$ cat src/rtl/bf16_mul_arbiter.sv
// bf16_mul_arbiter: round-robin front end that time-shares one external
// combinational bfloat16 multiplier among NUM_REQ requesters and returns
// each product on a single tagged response channel.
//
// Handshakes: a transfer happens on a rising edge where valid and ready are
// both high. Requesters hold valid and operands until their ready bit is
// seen. The response channel holds valid, data, error and id stable until
// rsp_ready_i is sampled high.
module bf16_mul_arbiter #(
    parameter int NUM_REQ     = 4,
    parameter int DATA_WIDTH  = 16,
    parameter int ERROR_WIDTH = 2,
    parameter int ID_WIDTH    = 2
) (
    input  logic                          clk,
    input  logic                          rst_n,
    input  logic [NUM_REQ-1:0]            req_valid_i,
    output logic [NUM_REQ-1:0]            req_ready_o,
    input  logic [NUM_REQ*DATA_WIDTH-1:0] req_a_i,
    input  logic [NUM_REQ*DATA_WIDTH-1:0] req_b_i,
    output logic [DATA_WIDTH-1:0]         mul_in1_o,
    output logic [DATA_WIDTH-1:0]         mul_in2_o,
    input  logic [DATA_WIDTH-1:0]         mul_out_i,
    input  logic [ERROR_WIDTH-1:0]        mul_error_i,
    output logic                          rsp_valid_o,
    input  logic                          rsp_ready_i,
    output logic [DATA_WIDTH-1:0]         rsp_data_o,
    output logic [ERROR_WIDTH-1:0]        rsp_error_o,
    output logic [ID_WIDTH-1:0]           rsp_id_o,
    output logic [15:0]                   ops_done_o,
    output logic [1:0]                    state_o
);

    typedef enum logic [1:0] {
        IDLE = 2'd0,
        EXEC = 2'd1,
        RESP = 2'd2
    } state_t;

    state_t                 state_q, state_d;
    logic [DATA_WIDTH-1:0]  op_a_q, op_b_q;
    logic [DATA_WIDTH-1:0]  rsp_data_q;
    logic [ERROR_WIDTH-1:0] rsp_error_q;
    logic [ID_WIDTH-1:0]    cur_id_q;
    logic [ID_WIDTH-1:0]    last_grant_q;
    logic [15:0]            ops_done_q;

    logic                   grant_found;
    logic [ID_WIDTH-1:0]    grant_id;
    logic [ID_WIDTH-1:0]    cand;
    int                     idx;
    logic                   accept;
    logic                   rsp_fire;

    // Round-robin search starting one past the last granted requester.
    always_comb begin
        grant_found = 1'b0;
        grant_id    = '0;
        cand        = '0;
        idx         = 0;
        for (int k = 1; k <= NUM_REQ; k++) begin
            idx = int'(last_grant_q) + k;
            if (idx >= NUM_REQ) idx = idx - NUM_REQ;
            cand = ID_WIDTH'(idx);
            if (!grant_found && req_valid_i[cand]) begin
                grant_found = 1'b1;
                grant_id    = cand;
            end
        end
    end

    // Next-state and handshake outputs; ready is only offered while idle.
    always_comb begin
        state_d     = state_q;
        req_ready_o = '0;
        accept      = 1'b0;
        rsp_fire    = 1'b0;
        case (state_q)
            IDLE: begin
                if (grant_found) begin
                    req_ready_o = NUM_REQ'(1) << grant_id;
                    accept      = 1'b1;
                    state_d     = EXEC;
                end
            end
            EXEC: state_d = RESP;
            RESP: begin
                if (rsp_ready_i) begin
                    rsp_fire = 1'b1;
                    state_d  = IDLE;
                end
            end
            default: state_d = IDLE;
        endcase
    end

    // State register.
    always_ff @(posedge clk or negedge rst_n) begin
        if (!rst_n) state_q <= IDLE;
        else        state_q <= state_d;
    end

    // Operand capture on accept, result capture at the end of EXEC.
    always_ff @(posedge clk or negedge rst_n) begin
        if (!rst_n) begin
            op_a_q       <= '0;
            op_b_q       <= '0;
            cur_id_q     <= '0;
            last_grant_q <= ID_WIDTH'(NUM_REQ - 1);
            rsp_data_q   <= '0;
            rsp_error_q  <= '0;
        end else begin
            if (accept) begin
                op_a_q       <= req_a_i[grant_id*DATA_WIDTH +: DATA_WIDTH];
                op_b_q       <= req_b_i[grant_id*DATA_WIDTH +: DATA_WIDTH];
                cur_id_q     <= grant_id;
                last_grant_q <= grant_id;
            end
            if (state_q == EXEC) begin
                rsp_data_q  <= mul_out_i;
                rsp_error_q <= mul_error_i;
            end
        end
    end

    // Completed-response counter; only written on a response handshake.
    always_ff @(posedge clk or negedge rst_n) begin
        if (!rst_n)        ops_done_q <= '0;
        else if (rsp_fire) ops_done_q <= ops_done_q + 16'd1;
    end

    assign mul_in1_o   = op_a_q;
    assign mul_in2_o   = op_b_q;
    assign rsp_valid_o = (state_q == RESP);
    assign rsp_data_o  = rsp_data_q;
    assign rsp_error_o = rsp_error_q;
    assign rsp_id_o    = cur_id_q;
    assign ops_done_o  = ops_done_q;
    assign state_o     = state_q;

endmodule

$ cat config.mk
export PLATFORM = sky130hd
export DESIGN_NAME = bf16_mul_arbiter
export DESIGN_NICKNAME = d
export VERILOG_FILES = /design/src/rtl/bf16_mul_arbiter.sv
export SDC_FILE = /design/constraint.sdc
export NUM_CORES = 1
export LEC_CHECK = 0
export CAP_MARGIN = 20
export CORE_AREA = 2 2 88 90
export CTS_CLUSTER_DIAMETER = 30
export DETAILED_ROUTE_END_ITERATION = 8
export DIE_AREA = 0 0 90 92
export DONT_BUFFER_PORTS = 1
export GPL_TIMING_DRIVEN = 0
export HOLD_SLACK_MARGIN = 0.1
export PLACE_DENSITY = 0.84
export SKIP_CTS_REPAIR_TIMING = 1
export SYNTH_ARGS = -nofsm -noshare
export SYNTH_HDL_FRONTEND = slang
export SYNTH_SLANG_ARGS = --single-unit
$ cat constraint.sdc
create_clock -name clk -period 4.4 [get_ports clk]
set_clock_uncertainty 0.2 [all_clocks]
set_input_delay 0.22 -clock clk [delete_from_list [all_inputs] [get_ports clk]]
set_output_delay 0.22 -clock clk [all_outputs]
set_load 0.1 [all_outputs]
==> flow_summary.yaml, run 1 <==
synthesis:
  synthTopCellsByArea: "dfrtp_1 41%, a211oi_2 17%, mux2i_1 7.9%, mux2_2 4.7%, nand2_1 3.8%"
  yosys_warnings: 0
  avgSynthCellArea_sq_um: 10.7
  syn_area_sq_um: 4290
  yosysUniqueCellTypes: 44
  synth_top_area_share_pct: 40.8
  syn_inst: 400
  synth_enable_flop_cells: 0
  synth_nets: 554
  synth_seq_cells: 72
  async_flop_share_pct: 100
  synth-seq-area-share_pct: 42.0
  synth_top_cell_by_area: "dfrtp_1"
  synthFlopType: "dfrtp_1"
outcome:
  stop_error: "[ERROR RSZ-0060] Max buffer count reached."
  failing_step: "global routing (5_1_grt)"
  status: "did not finish"
placement:
  gp_congestion: 0.842
  dp_hpwl_microns: 7990
  portBuffers: 0
floorplan:
  rows: 32
  fp.dieW_microns: 90
  start_util_pct: 57.6
  die_y_microns: 92
  ios: 228
cts:
  cts_sinks: 72
  numCtsBuffers: 9
  cts.path.max_buffers: 2
  root_buffer: "clkbuf_8"
  htreeDepth: 3
global_route:
  grt_max_degree: 73
[Yosys cell counts, types with 5 or more instances]
cell / instances
nor2_1: 43
buf_6: 7
clkbuf_1: 11
mux2_2: 18
nor3_1: 33
xnor2_1: 7
a211oi_2: 60
nand2_1: 44
dfrtp_1: 70
mux2i_1: 34
a211oi_1: 5
buf_2: 11
nand3_1: 5
xor2_1: 8
[through the flow]
stage                     worst slack (ns)  hold slack, ns  cells  cell area (sq um)  util, %
after floorplan                      0.550          -0.276    400               4290        -
after global placement               0.454          -0.275    502               4420     59.3
after detailed placement              1.26          -0.275    503               4440     59.7
after CTS                            0.881          -0.663    519               4650     62.4
[logic make-up after synthesis]
logic type / count (synthesis) / synth area share (%)
AOI/OAI and AO/OA: 77 / 20.9
xor gates and xnor gates: 15 / 3.06
adders and majority gates: 1 / 0.291
buffers and inverters: 35 / 4.78
DFF: 72 / 42.0
muxes: 52 / 12.7
and+or+nand+nor: 148 / 16.3
==> inputs of run 2 (changes only) <==
--- a/config.mk
+++ b/config.mk
@@ -6,14 +6,11 @@
 export NUM_CORES = 1
 export LEC_CHECK = 0
 export CAP_MARGIN = 20
-export CORE_AREA = 2 2 88 90
-export CTS_CLUSTER_DIAMETER = 30
+export CORE_UTILIZATION = 40
 export DETAILED_ROUTE_END_ITERATION = 8
-export DIE_AREA = 0 0 90 92
 export DONT_BUFFER_PORTS = 1
 export GPL_TIMING_DRIVEN = 0
-export HOLD_SLACK_MARGIN = 0.1
-export PLACE_DENSITY = 0.84
+export PLACE_DENSITY_LB_ADDON = 0.15
 export SKIP_CTS_REPAIR_TIMING = 1
 export SYNTH_ARGS = -nofsm -noshare
 export SYNTH_HDL_FRONTEND = slang
==> run 2 against run 1 <==
  * Synthesized cell count did not move
  * The flow now finishes, with violations (hold timing)
  * Area after synthesis is the same
==> flow_summary.yaml, run 2 <==
sta:
  worst_slew_pin_slew_ns: 1.11
  setup_tns_ns: 0
  holdWs_ns: -0.0382
  fin_crit_sh_pct: 80.3
  setup_violations: 0
  relSlewSlack_pct: 26.0
  maxClockFrequency_ghz: 0.283
  maxSlewViolCount: 0
  hold_viol: 4
  period_needed_ns: 3.53
  rsz0062_at_grt: "false"
critical_path:
  crit_path_max_fanout: 10
  critPathCaptureType: "output port"
  worstPathArrival_ns: 3.11
  worstSetupPathType: "reg2out"
  required_ns: 3.98
  startpoint_type: "flip-flop"
synthesis:
  synthTopCellsByArea: "dfrtp_1 41%, a211oi_2 17%, mux2i_1 7.9%, mux2_2 4.7%, nand2_1 3.8%"
  syn_area_sq_um: 4290
  synth_nets: 554
  avgSynthCellArea_sq_um: 10.7
  synthTopCellsByCount: "70 x dfrtp_1, 60 x a211oi_2, 44 x nand2_1, 43 x nor2_1, 34 x mux2i_1"
  yosys_warnings: 0
  yosysUniqueCellTypes: 44
  synth_enable_flop_cells: 0
  synth_top_area_share_pct: 40.8
  synth_seq_cells: 72
  async_flop_share_pct: 100
  syn_inst: 400
  synth_most_common_cell: "dfrtp_1"
  synthFlopType: "dfrtp_1"
  synth-seq-area-share_pct: 42.0
  synth_top_cell_by_area: "dfrtp_1"
global_route:
  grt_pass1_vias: 3234
  antenna_found_initial: 0
  grt_max_degree: 73
  grt_overflow: 0
  grt_util_all_layers_pct: 20.0
  grt_pass1_wl_microns: 17300
detailed_routing:
  vias_per_cell: 5.38
  first_pass_iters: 4
  drcViolationCount: 0
  postRouteAntennaNets: 0
  wl_per_cell_microns: 18.8
  drt_iter0_drc: 156
  dr_total_vias: 3494
  routed_wl_microns: 12300
layout:
  layout_common_cells: "96 x dlygate4sd3_1, 70 x dfrtp_1, 60 x a211oi_2"
  area_delta_synth_final_pct: 32.4
  final_common_cell: "dlygate4sd3_1"
  nNetsFinal: 663
  drive_above_1_share_pct: 25.5
  insertedDiodeCount: 0
floorplan:
  core_area_sq_um: 10400
  rows: 37
  dieArea_sq_um: 11100
  ios: 228
  start_util_pct: 41.4
  fp.dieW_microns: 106
  die_y_microns: 106
cts:
  root_buffer: "clkbuf_8"
  clk_pin_slew_worst_paths_ns: 0.09
  clock_latency_ns: 0.34
  cts_sinks: 72
  cts_tree: "yes"
  cts.path.max_buffers: 2
  htreeDepth: 3
  numCtsBuffers: 9
placement:
  dp_hpwl_microns: 8170
  gp_congestion: 0.756
  portBuffers: 0
outcome:
  violations: "hold timing"
  status: "complete, but fails checks"
run:
  maxCapViolations: 0
worst_hold_path:
  hp-class: "in2reg"
-- run 2: cell counts after synthesis --
No cell type changed its count.
-- run 2: path summary, 6_finish.rpt --
check,startpoint,endpoint,slack [ns],cells after the start
max in group asynchronous,rst_n,last_grant_q[0]$_DFFE_PN1P_,3.45,2
setup reg to reg,last_grant_q[1]$_DFFE_PN1P_,mul_in1_o[1]$_DFFE_PN0P_,1.02,9
hold / removal,req_b_i[59],mul_in2_o[11]$_DFFE_PN0P_,-0.04,2
hold reg to reg,last_grant_q[0]$_DFFE_PN1P_,last_grant_q[0]$_DFFE_PN1P_,0.39,1
min in group asynchronous,rst_n,ops_done_o[8]$_DFFE_PN0P_,0.22,2
setup / recovery,state_o[1]$_DFFE_PN0P_,req_ready_o[1],0.87,6
-- run 2: per-layer routing --
layer  wire length, microns  share of wire [%]  GRT usage [%]
met4                     79               0.64           4.37
met3                    776                6.3           5.81
met2                   6480                 53           35.2
met5                      0                  0              0
met1                   4920                 40           24.1
-- run 2: cell type report --
type,instances,area (sq um)
Clock buffer,10,128
Fill cell,945,4690
Multi-Input combinational cell,293,2290
Inverter,4,15.0
Clock inverter,6,67.6
Buffer,31,190
Sequential cell,72,1800
Timing Repair Buffer,98,1020
Tap cell,136,170
-- run 2: kinds of logic after synthesis --
kind of cell	Yosys count	share of synthesized area, %
adders and majority gates	1	0.291
AOI/OAI and AO/OA	77	20.9
xor gates and xnor gates	15	3.06
DFF	72	42.0
muxes	52	12.7
and+or+nand+nor	148	16.3
buffers and inverters	35	4.78
-- run 2: critical path, cell delays in order, from the launching register on --
cell     delay [ns]
dfrtp_1        0.78
or3_1          0.52
buf_2          0.17
inv_2          0.08
o31ai_4        0.11
buf_2          0.25
nor2_2         0.87
-- run 2: metrics by stage --
step	util, %	setup slack, ns	cell area, sq um	std cells
floorplan	-	0.550	4290	400
finish	54.8	0.866	5680	650
global placement	43.0	0.376	4460	536
CTS	45.3	0.847	4690	553
global route	54.8	0.774	5680	650
detailed placement	43.4	1.23	4500	537
Power of run 2 is not shown: default switching activity piles up to over one toggle a cycle in this logic, so the estimate is an artifact.
